### config.mk
export PLATFORM = sky130hd
export DESIGN_NAME = mult_div_sequencer
export DESIGN_NICKNAME = d
export VERILOG_FILES = /design/src/rtl/mult_div_pkg.sv /design/src/rtl/md_cycle_counter.sv /design/src/rtl/mult_div_sequencer.sv
export SDC_FILE = /design/constraint.sdc
export NUM_CORES = 1
export LEC_CHECK = 0
export ABC_CLOCK_PERIOD_IN_PS = 2610
export CAP_MARGIN = 20
export CORE_AREA = 2 2 41 43
export CTS_CLUSTER_SIZE = 16
export DETAILED_ROUTE_END_ITERATION = 10
export DIE_AREA = 0 0 43 45
export PLACE_DENSITY = 0.71
export SETUP_SLACK_MARGIN = 0.15
export SYNTH_ARGS = -nofsm -noshare
export SYNTH_HDL_FRONTEND = slang
export SYNTH_HIERARCHICAL = 1
export SYNTH_SLANG_ARGS = --single-unit
### constraint.sdc
create_clock -name clk -period 2.61 [get_ports clk]
set_input_delay 0.522 -clock clk [delete_from_list [all_inputs] [get_ports clk]]
set_output_delay 0.522 -clock clk [all_outputs]
set_load 0.005 [all_outputs]
### src/rtl/mult_div_pkg.sv
// Shared types and constants for the multiply/divide sequencer.
//   state_e      : sequencer FSM states, 3-bit encoding
//   OP_*         : latched operation kind (multiply / divide)
//   SEL_*        : operand mux select values (MemMult aux regs / A,B regs)
//   sel_from_src : maps the "operands from memory regs" flag to a mux select
package mult_div_pkg;

  typedef enum logic [2:0] {
    IDLE  = 3'd0,
    CLEAR = 3'd1,
    RUN   = 3'd2,
    WRITE = 3'd3,
    EXC   = 3'd4
  } state_e;

  localparam logic OP_MULT    = 1'b0;
  localparam logic OP_DIV     = 1'b1;

  localparam logic SEL_MEMAUX = 1'b0;
  localparam logic SEL_REG    = 1'b1;

  // src_mem = 1 picks the MemMultA/B registers, otherwise the A/B registers.
  function automatic logic sel_from_src(input logic src_mem);
    return src_mem ? SEL_MEMAUX : SEL_REG;
  endfunction

endpackage

### src/rtl/md_cycle_counter.sv
// Down-counter that times the Mult/Div unit iterations.
// Ports:
//   clk, reset : clock, synchronous active-high reset (count -> 0)
//   load       : load load_val this edge (takes priority over dec)
//   load_val   : initial count, i.e. iterations - 1
//   dec        : decrement by one this edge
//   zero       : count is zero (last iteration cycle)
module md_cycle_counter
  import mult_div_pkg::*;
#(
  parameter int CNT_W = 6
) (
  input  logic             clk,
  input  logic             reset,
  input  logic             load,
  input  logic [CNT_W-1:0] load_val,
  input  logic             dec,
  output logic             zero
);

  logic [CNT_W-1:0] cnt_q, cnt_d;

  always_comb begin
    cnt_d = cnt_q;
    if (load) begin
      cnt_d = load_val;
    end else if (dec) begin
      cnt_d = cnt_q - 1'b1;
    end
  end

  // NOTE: sequential state uses non-blocking assignments only; the next value
  // is fully computed in the always_comb above.
  always_ff @(posedge clk) begin
    if (reset) begin
      cnt_q <= '0;
    end else begin
      cnt_q <= cnt_d;
    end
  end

  assign zero = (cnt_q == '0);

endmodule

### src/rtl/mult_div_sequencer.sv
// Sequences the shared multiply/divide unit for Control on mult/div ops.
// One start request is accepted in IDLE; the op kind and operand source are
// latched, the unit is restarted (CLEAR), the fixed iteration count elapses
// (RUN), then Hi/Lo are loaded (WRITE). A divide by zero aborts from RUN into
// EXC, which raises div_zero and skips the Hi/Lo load.
// Ports:
//   clk, reset       : clock, synchronous active-high global reset
//   start            : op request, sampled only in IDLE
//   op_div, src_mem  : op kind / operand source, captured with start
//   zero_div         : divisor-is-zero flag from the Div unit
//   resetlocal       : one-cycle restart pulse to Mult/Div (CLEAR)
//   mult_div         : Hi/Lo result select, 0 = Mult, 1 = Div
//   mema_a, memb_b   : operand selects, 0 = MemMult regs, 1 = A/B regs
//   hi_load, lo_load : Hi/Lo register load enables (WRITE)
//   busy             : high in every state except IDLE
//   done             : Hi/Lo written this cycle
//   div_zero         : divide aborted on zero divisor this cycle
module mult_div_sequencer
  import mult_div_pkg::*;
#(
  parameter int MULT_CYCLES = 32,
  parameter int DIV_CYCLES  = 32,
  parameter int CNT_W       = 6
) (
  input  logic clk,
  input  logic reset,
  input  logic start,
  input  logic op_div,
  input  logic src_mem,
  input  logic zero_div,
  output logic resetlocal,
  output logic mult_div,
  output logic mema_a,
  output logic memb_b,
  output logic hi_load,
  output logic lo_load,
  output logic busy,
  output logic done,
  output logic div_zero
);

  // The counter runs from N-1 down to 0, giving exactly N RUN cycles.
  localparam logic [CNT_W-1:0] MULT_LOAD = CNT_W'(MULT_CYCLES - 1);
  localparam logic [CNT_W-1:0] DIV_LOAD  = CNT_W'(DIV_CYCLES - 1);

  state_e state_q, state_d;
  logic   op_q, op_d;
  logic   src_q, src_d;

  logic             cnt_load;
  logic             cnt_dec;
  logic             cnt_zero;
  logic [CNT_W-1:0] cnt_load_val;

  assign cnt_load_val = (op_q == OP_DIV) ? DIV_LOAD : MULT_LOAD;

  md_cycle_counter #(
    .CNT_W (CNT_W)
  ) u_cnt (
    .clk      (clk),
    .reset    (reset),
    .load     (cnt_load),
    .load_val (cnt_load_val),
    .dec      (cnt_dec),
    .zero     (cnt_zero)
  );

  always_ff @(posedge clk) begin
    if (reset) begin
      state_q <= IDLE;
      op_q    <= OP_MULT;
      src_q   <= 1'b0;
    end else begin
      state_q <= state_d;
      op_q    <= op_d;
      src_q   <= src_d;
    end
  end

  always_comb begin
    // NOTE: every signal written below gets a default here, so no path through
    // the case statement can leave one unassigned and infer a latch.
    state_d    = state_q;
    op_d       = op_q;
    src_d      = src_q;
    cnt_load   = 1'b0;
    cnt_dec    = 1'b0;
    resetlocal = 1'b0;
    hi_load    = 1'b0;
    lo_load    = 1'b0;
    done       = 1'b0;
    div_zero   = 1'b0;
    busy       = 1'b1;
    // Selects follow the latched op/source for the whole operation so that
    // operands cannot change under the running unit.
    mult_div   = op_q;
    mema_a     = sel_from_src(src_q);
    memb_b     = sel_from_src(src_q);

    unique case (state_q)
      IDLE: begin
        busy     = 1'b0;
        // Pass the live request through so the operands settle before CLEAR.
        mult_div = op_div;
        mema_a   = sel_from_src(src_mem);
        memb_b   = sel_from_src(src_mem);
        if (start) begin
          state_d = CLEAR;
          op_d    = op_div;
          src_d   = src_mem;
        end
      end
      CLEAR: begin
        resetlocal = 1'b1;
        cnt_load   = 1'b1;
        state_d    = RUN;
      end
      RUN: begin
        // Divide-by-zero wins over the final iteration.
        if ((op_q == OP_DIV) && zero_div) begin
          state_d = EXC;
        end else if (cnt_zero) begin
          state_d = WRITE;
        end else begin
          cnt_dec = 1'b1;
        end
      end
      WRITE: begin
        // A reset arriving in this cycle discards the result.
        hi_load = ~reset;
        lo_load = ~reset;
        done    = ~reset;
        state_d = IDLE;
      end
      EXC: begin
        div_zero = ~reset;
        state_d  = IDLE;
      end
      default: begin
        state_d = IDLE;
      end
    endcase
  end

endmodule
==> results of run 1 <==
power breakdown:
group	switching (uW)	leakage [uW]	internal, uW
Combinational	61.1	0.000230	80.2
Clock	58.2	0.0000150	59.2
Sequential	24.0	0.0000903	187
per-stage QoR:
stage                     cell area, um2   util  instances  setup WS (ns)  hold slack [ns]
after floorplan                      666      -         76          0.484            0.460
after global placement               821  0.558        105          0.251            0.473
final                                852  0.579        109          0.278            0.490
after CTS                            847  0.576        109          0.230            0.499
after detailed placement             821  0.558        105          0.230            0.486
after global routing                 852  0.579        109          0.159            0.537
state kept, by name, summed over array words and instances, names as in the netlist:
| register | cells |
|---|---|
| u_cnt/cnt_q | 6 |
| state_q | 3 |
| op_q | 1 |
| src_q | 1 |
kinds of logic (layout without fill, tap and decap cells):
group,Yosys count,count (layout),share of synthesized area
simple gates,31,31,0.300
flops,11,11,0.338
compound gates,10,10,0.127
buf+inv,8,25,0.0654
mux,5,5,0.0788
xor+xnor,3,3,0.0404
fa+ha+maj,2,2,0.0385
other cells,2,6,0.0115
final cells by class:
type | count | area (um2)
Clock buffer | 4 | 26.3
Fill cell | 143 | 619
Inverter | 4 | 15.0
Multi-Input combinational cell | 57 | 408
Sequential cell | 11 | 220
Tap cell | 16 | 20.0
Timing Repair Buffer | 17 | 163
tightest hold or removal path: cells and delay by family, from the launching register on:
| family | cells | cell delay [ns] |
|---|---|---|
| mux | 1 | 0.06 |
| flops | 1 | 0.33 |
| simple gates | 1 | 0.07 |
per-layer routing:
| metal | track usage | up-vias | share of wire |
|---|---|---|---|
| li1 | - | 291 | - |
| met1 | 0.173 | 247 | 0.47 |
| met2 | 0.255 | 17 | 0.45 |
| met3 | 0.0280 | 4 | 0.052 |
| met4 | 0.109 | 0 | 0.026 |
| met5 | 0 | - | 0 |
worst paths after layout:
| check | endpoint | slack (ns) | depth (start not counted) |
|---|---|---|---|
| setup / recovery | div_zero | 0.28 | 3 |
| hold / removal | src_q$_SDFFE_PP0P_ | 0.49 | 2 |
| setup reg to reg | u_cnt/cnt_q[4]$_SDFFE_PP0P_ | 0.55 | 7 |
| hold reg to reg | src_q$_SDFFE_PP0P_ | 0.49 | 2 |
cells in the final DEF, fill, tap and decap left out, types with 2 or more instances in the layout:
| cell type | Yosys | layout |
|---|---|---|
| clkbuf_4 | 0 | 3 |
| nor3_1 | 3 | 2 |
| dfxtp_1 | 11 | 11 |
| clkdlybuf4s50_1 | 0 | 14 |
| nand2b_1 | 3 | 3 |
| nor2b_1 | 2 | 2 |
| inv_1 | 4 | 4 |
| buf_4 | 3 | 3 |
| nand2_1 | 3 | 3 |
| conb_1 | 2 | 6 |
| a311oi_1 | 2 | 2 |
| xor2_1 | 2 | 2 |
| nor2_1 | 10 | 10 |
| nor3_2 | 1 | 2 |
| mux2i_1 | 4 | 4 |
| ha_1 | 2 | 2 |
| a211oi_1 | 2 | 2 |
| nor4_1 | 2 | 2 |
==> out/qor.yml, run 1 <==
power:
  leakagePower_uw: 0.000335
  ir_worst_vdd_uv: 257
  powerDensity_nw_per_um2: 551
  p_total_uw: 470
die:
  core-area_um2: 1470
  rows: 14
  die_h_um: 45
  die-width_um: 43
  start_util: 0.442
  io-pin-count: 15
  dieArea_um2: 1940
synth:
  synthCells: 72
  synth_top_cell_area_share: 0.338
  avgSynthCellArea_um2: 9.04
  synth_common_cells: "dfxtp_1 (11), nor2_1 (10), inv_1 (4), mux2i_1 (4)"
  ys_async_sr_fraction: 0
  synth_edf_count: 0
  yosysSeqAreaShare: 0.338
  synthDistinctLibCells: 32
  synthFlopType: "dfxtp_1"
  yosys.area.top_type: "dfxtp_1"
  yosysMostFrequentCell: "dfxtp_1"
  ys_warn_count: 6
  synth_seq_cells: 11
  synthTopCellsByArea: "dfxtp_1 (34%), mux2i_1 (6.2%), nor2_1 (5.8%)"
  syn_area_um2: 651
critical_path:
  cpMostUsedCell: "clkdlybuf4s50_1"
  max_stage_delay_ns: 0.55
  crit_chain: "clkdlybuf4s50_1 > nor4b_1 > clkdlybuf4s50_1"
  cp_top_family: "buffers and inverters"
  crit_required_ns: 2.09
  critPathBufInv: 2
  cp_data_arrival_time_ns: 1.81
  endpoint_kind: "output port"
  path_max_fanout: 3
  worst-setup-path-type: "input port to output port"
  reg2reg_from: "u_cnt/cnt_q[0]$_SDFFE_PP0P_"
  cp-start-kind: "input port"
  cp-startpoint: "reset"
  crit_path_top_delay_cell: "clkdlybuf4s50_1"
placement:
  routabilityCongestion: 0.761
  port_buffers: 14
  hpwlAfterDp_um: 949
global_routing:
  grt_max_degree: 12
  grt_pass1_vias: 495
  antenna_found_initial: 0
  grt_use_total: 0.151
  grt_overflow: 0
  grt_pass1_wl_mm: 2.13
routing:
  vias: 559
  drt-total-wl_mm: 1.29
  first_pass_iters: 4
  post_drt_wl_per_cell_um: 11.8
  drc: 0
  ant_nets: 0
  drt_iter0_markers: 11
  via_per_inst: 5.13
cts:
  htreeDepth: 1
  root_buffer: "clkbuf_4"
  cts_tree: "built"
  clockBufferDepth: 2
  cts_buffers: 3
  post_cts_buffers: 0
  clock_latency_ns: 0.27
  clkSlewWorstSetupHoldPaths_ns: 0.07
  cts_resized: 0
  cts_num_sinks: 11
  holdBufCountCts: 0
layout:
  insertedDiodeCount: 0
  nets: 102
  drive_gt1_frac: 0.151
  area_delta_synth_final_pct: 31.0
hold_path:
  hp-start: "src_q$_SDFFE_PP0P_"
  hold_path_class: "flip-flop to flip-flop"
sta:
  skew_ns: 0.00110
  fmaxAchievable_mhz: 429
  post-route-period-util: 0.893
  grt_setup_unrepaired: "false"
  drv_slew: 0
  min_period_ns: 2.33
  setup_violations: 0
  finalHoldViolCount: 0
  tns_ns: 0
run_status:
  status: "finished, final reports clean"
job:
  max_cap_violations: 0
Note: power is estimated with default switching activity, not from simulation.
==> run 2, diff against run 1 <==
TNS_END_PERCENT = 5   (was default)
==> results of run 2 <==
The final DEF is identical to that of run 1; final timing and power are the same.
==> run 3, diff against run 2 <==
CTS_CLUSTER_DIAMETER = 80   (was default)
MAX_ROUTING_LAYER = met4   (was default)
SLEW_MARGIN = 20   (was default)
==> results of run 3 <==
The final DEF is identical to that of run 1; final timing and power are the same.
Among the figures that moved: final weighted congestion in routability-driven placement 0.761 -> 0.771; overall routing resource usage 0.151 -> 0.156
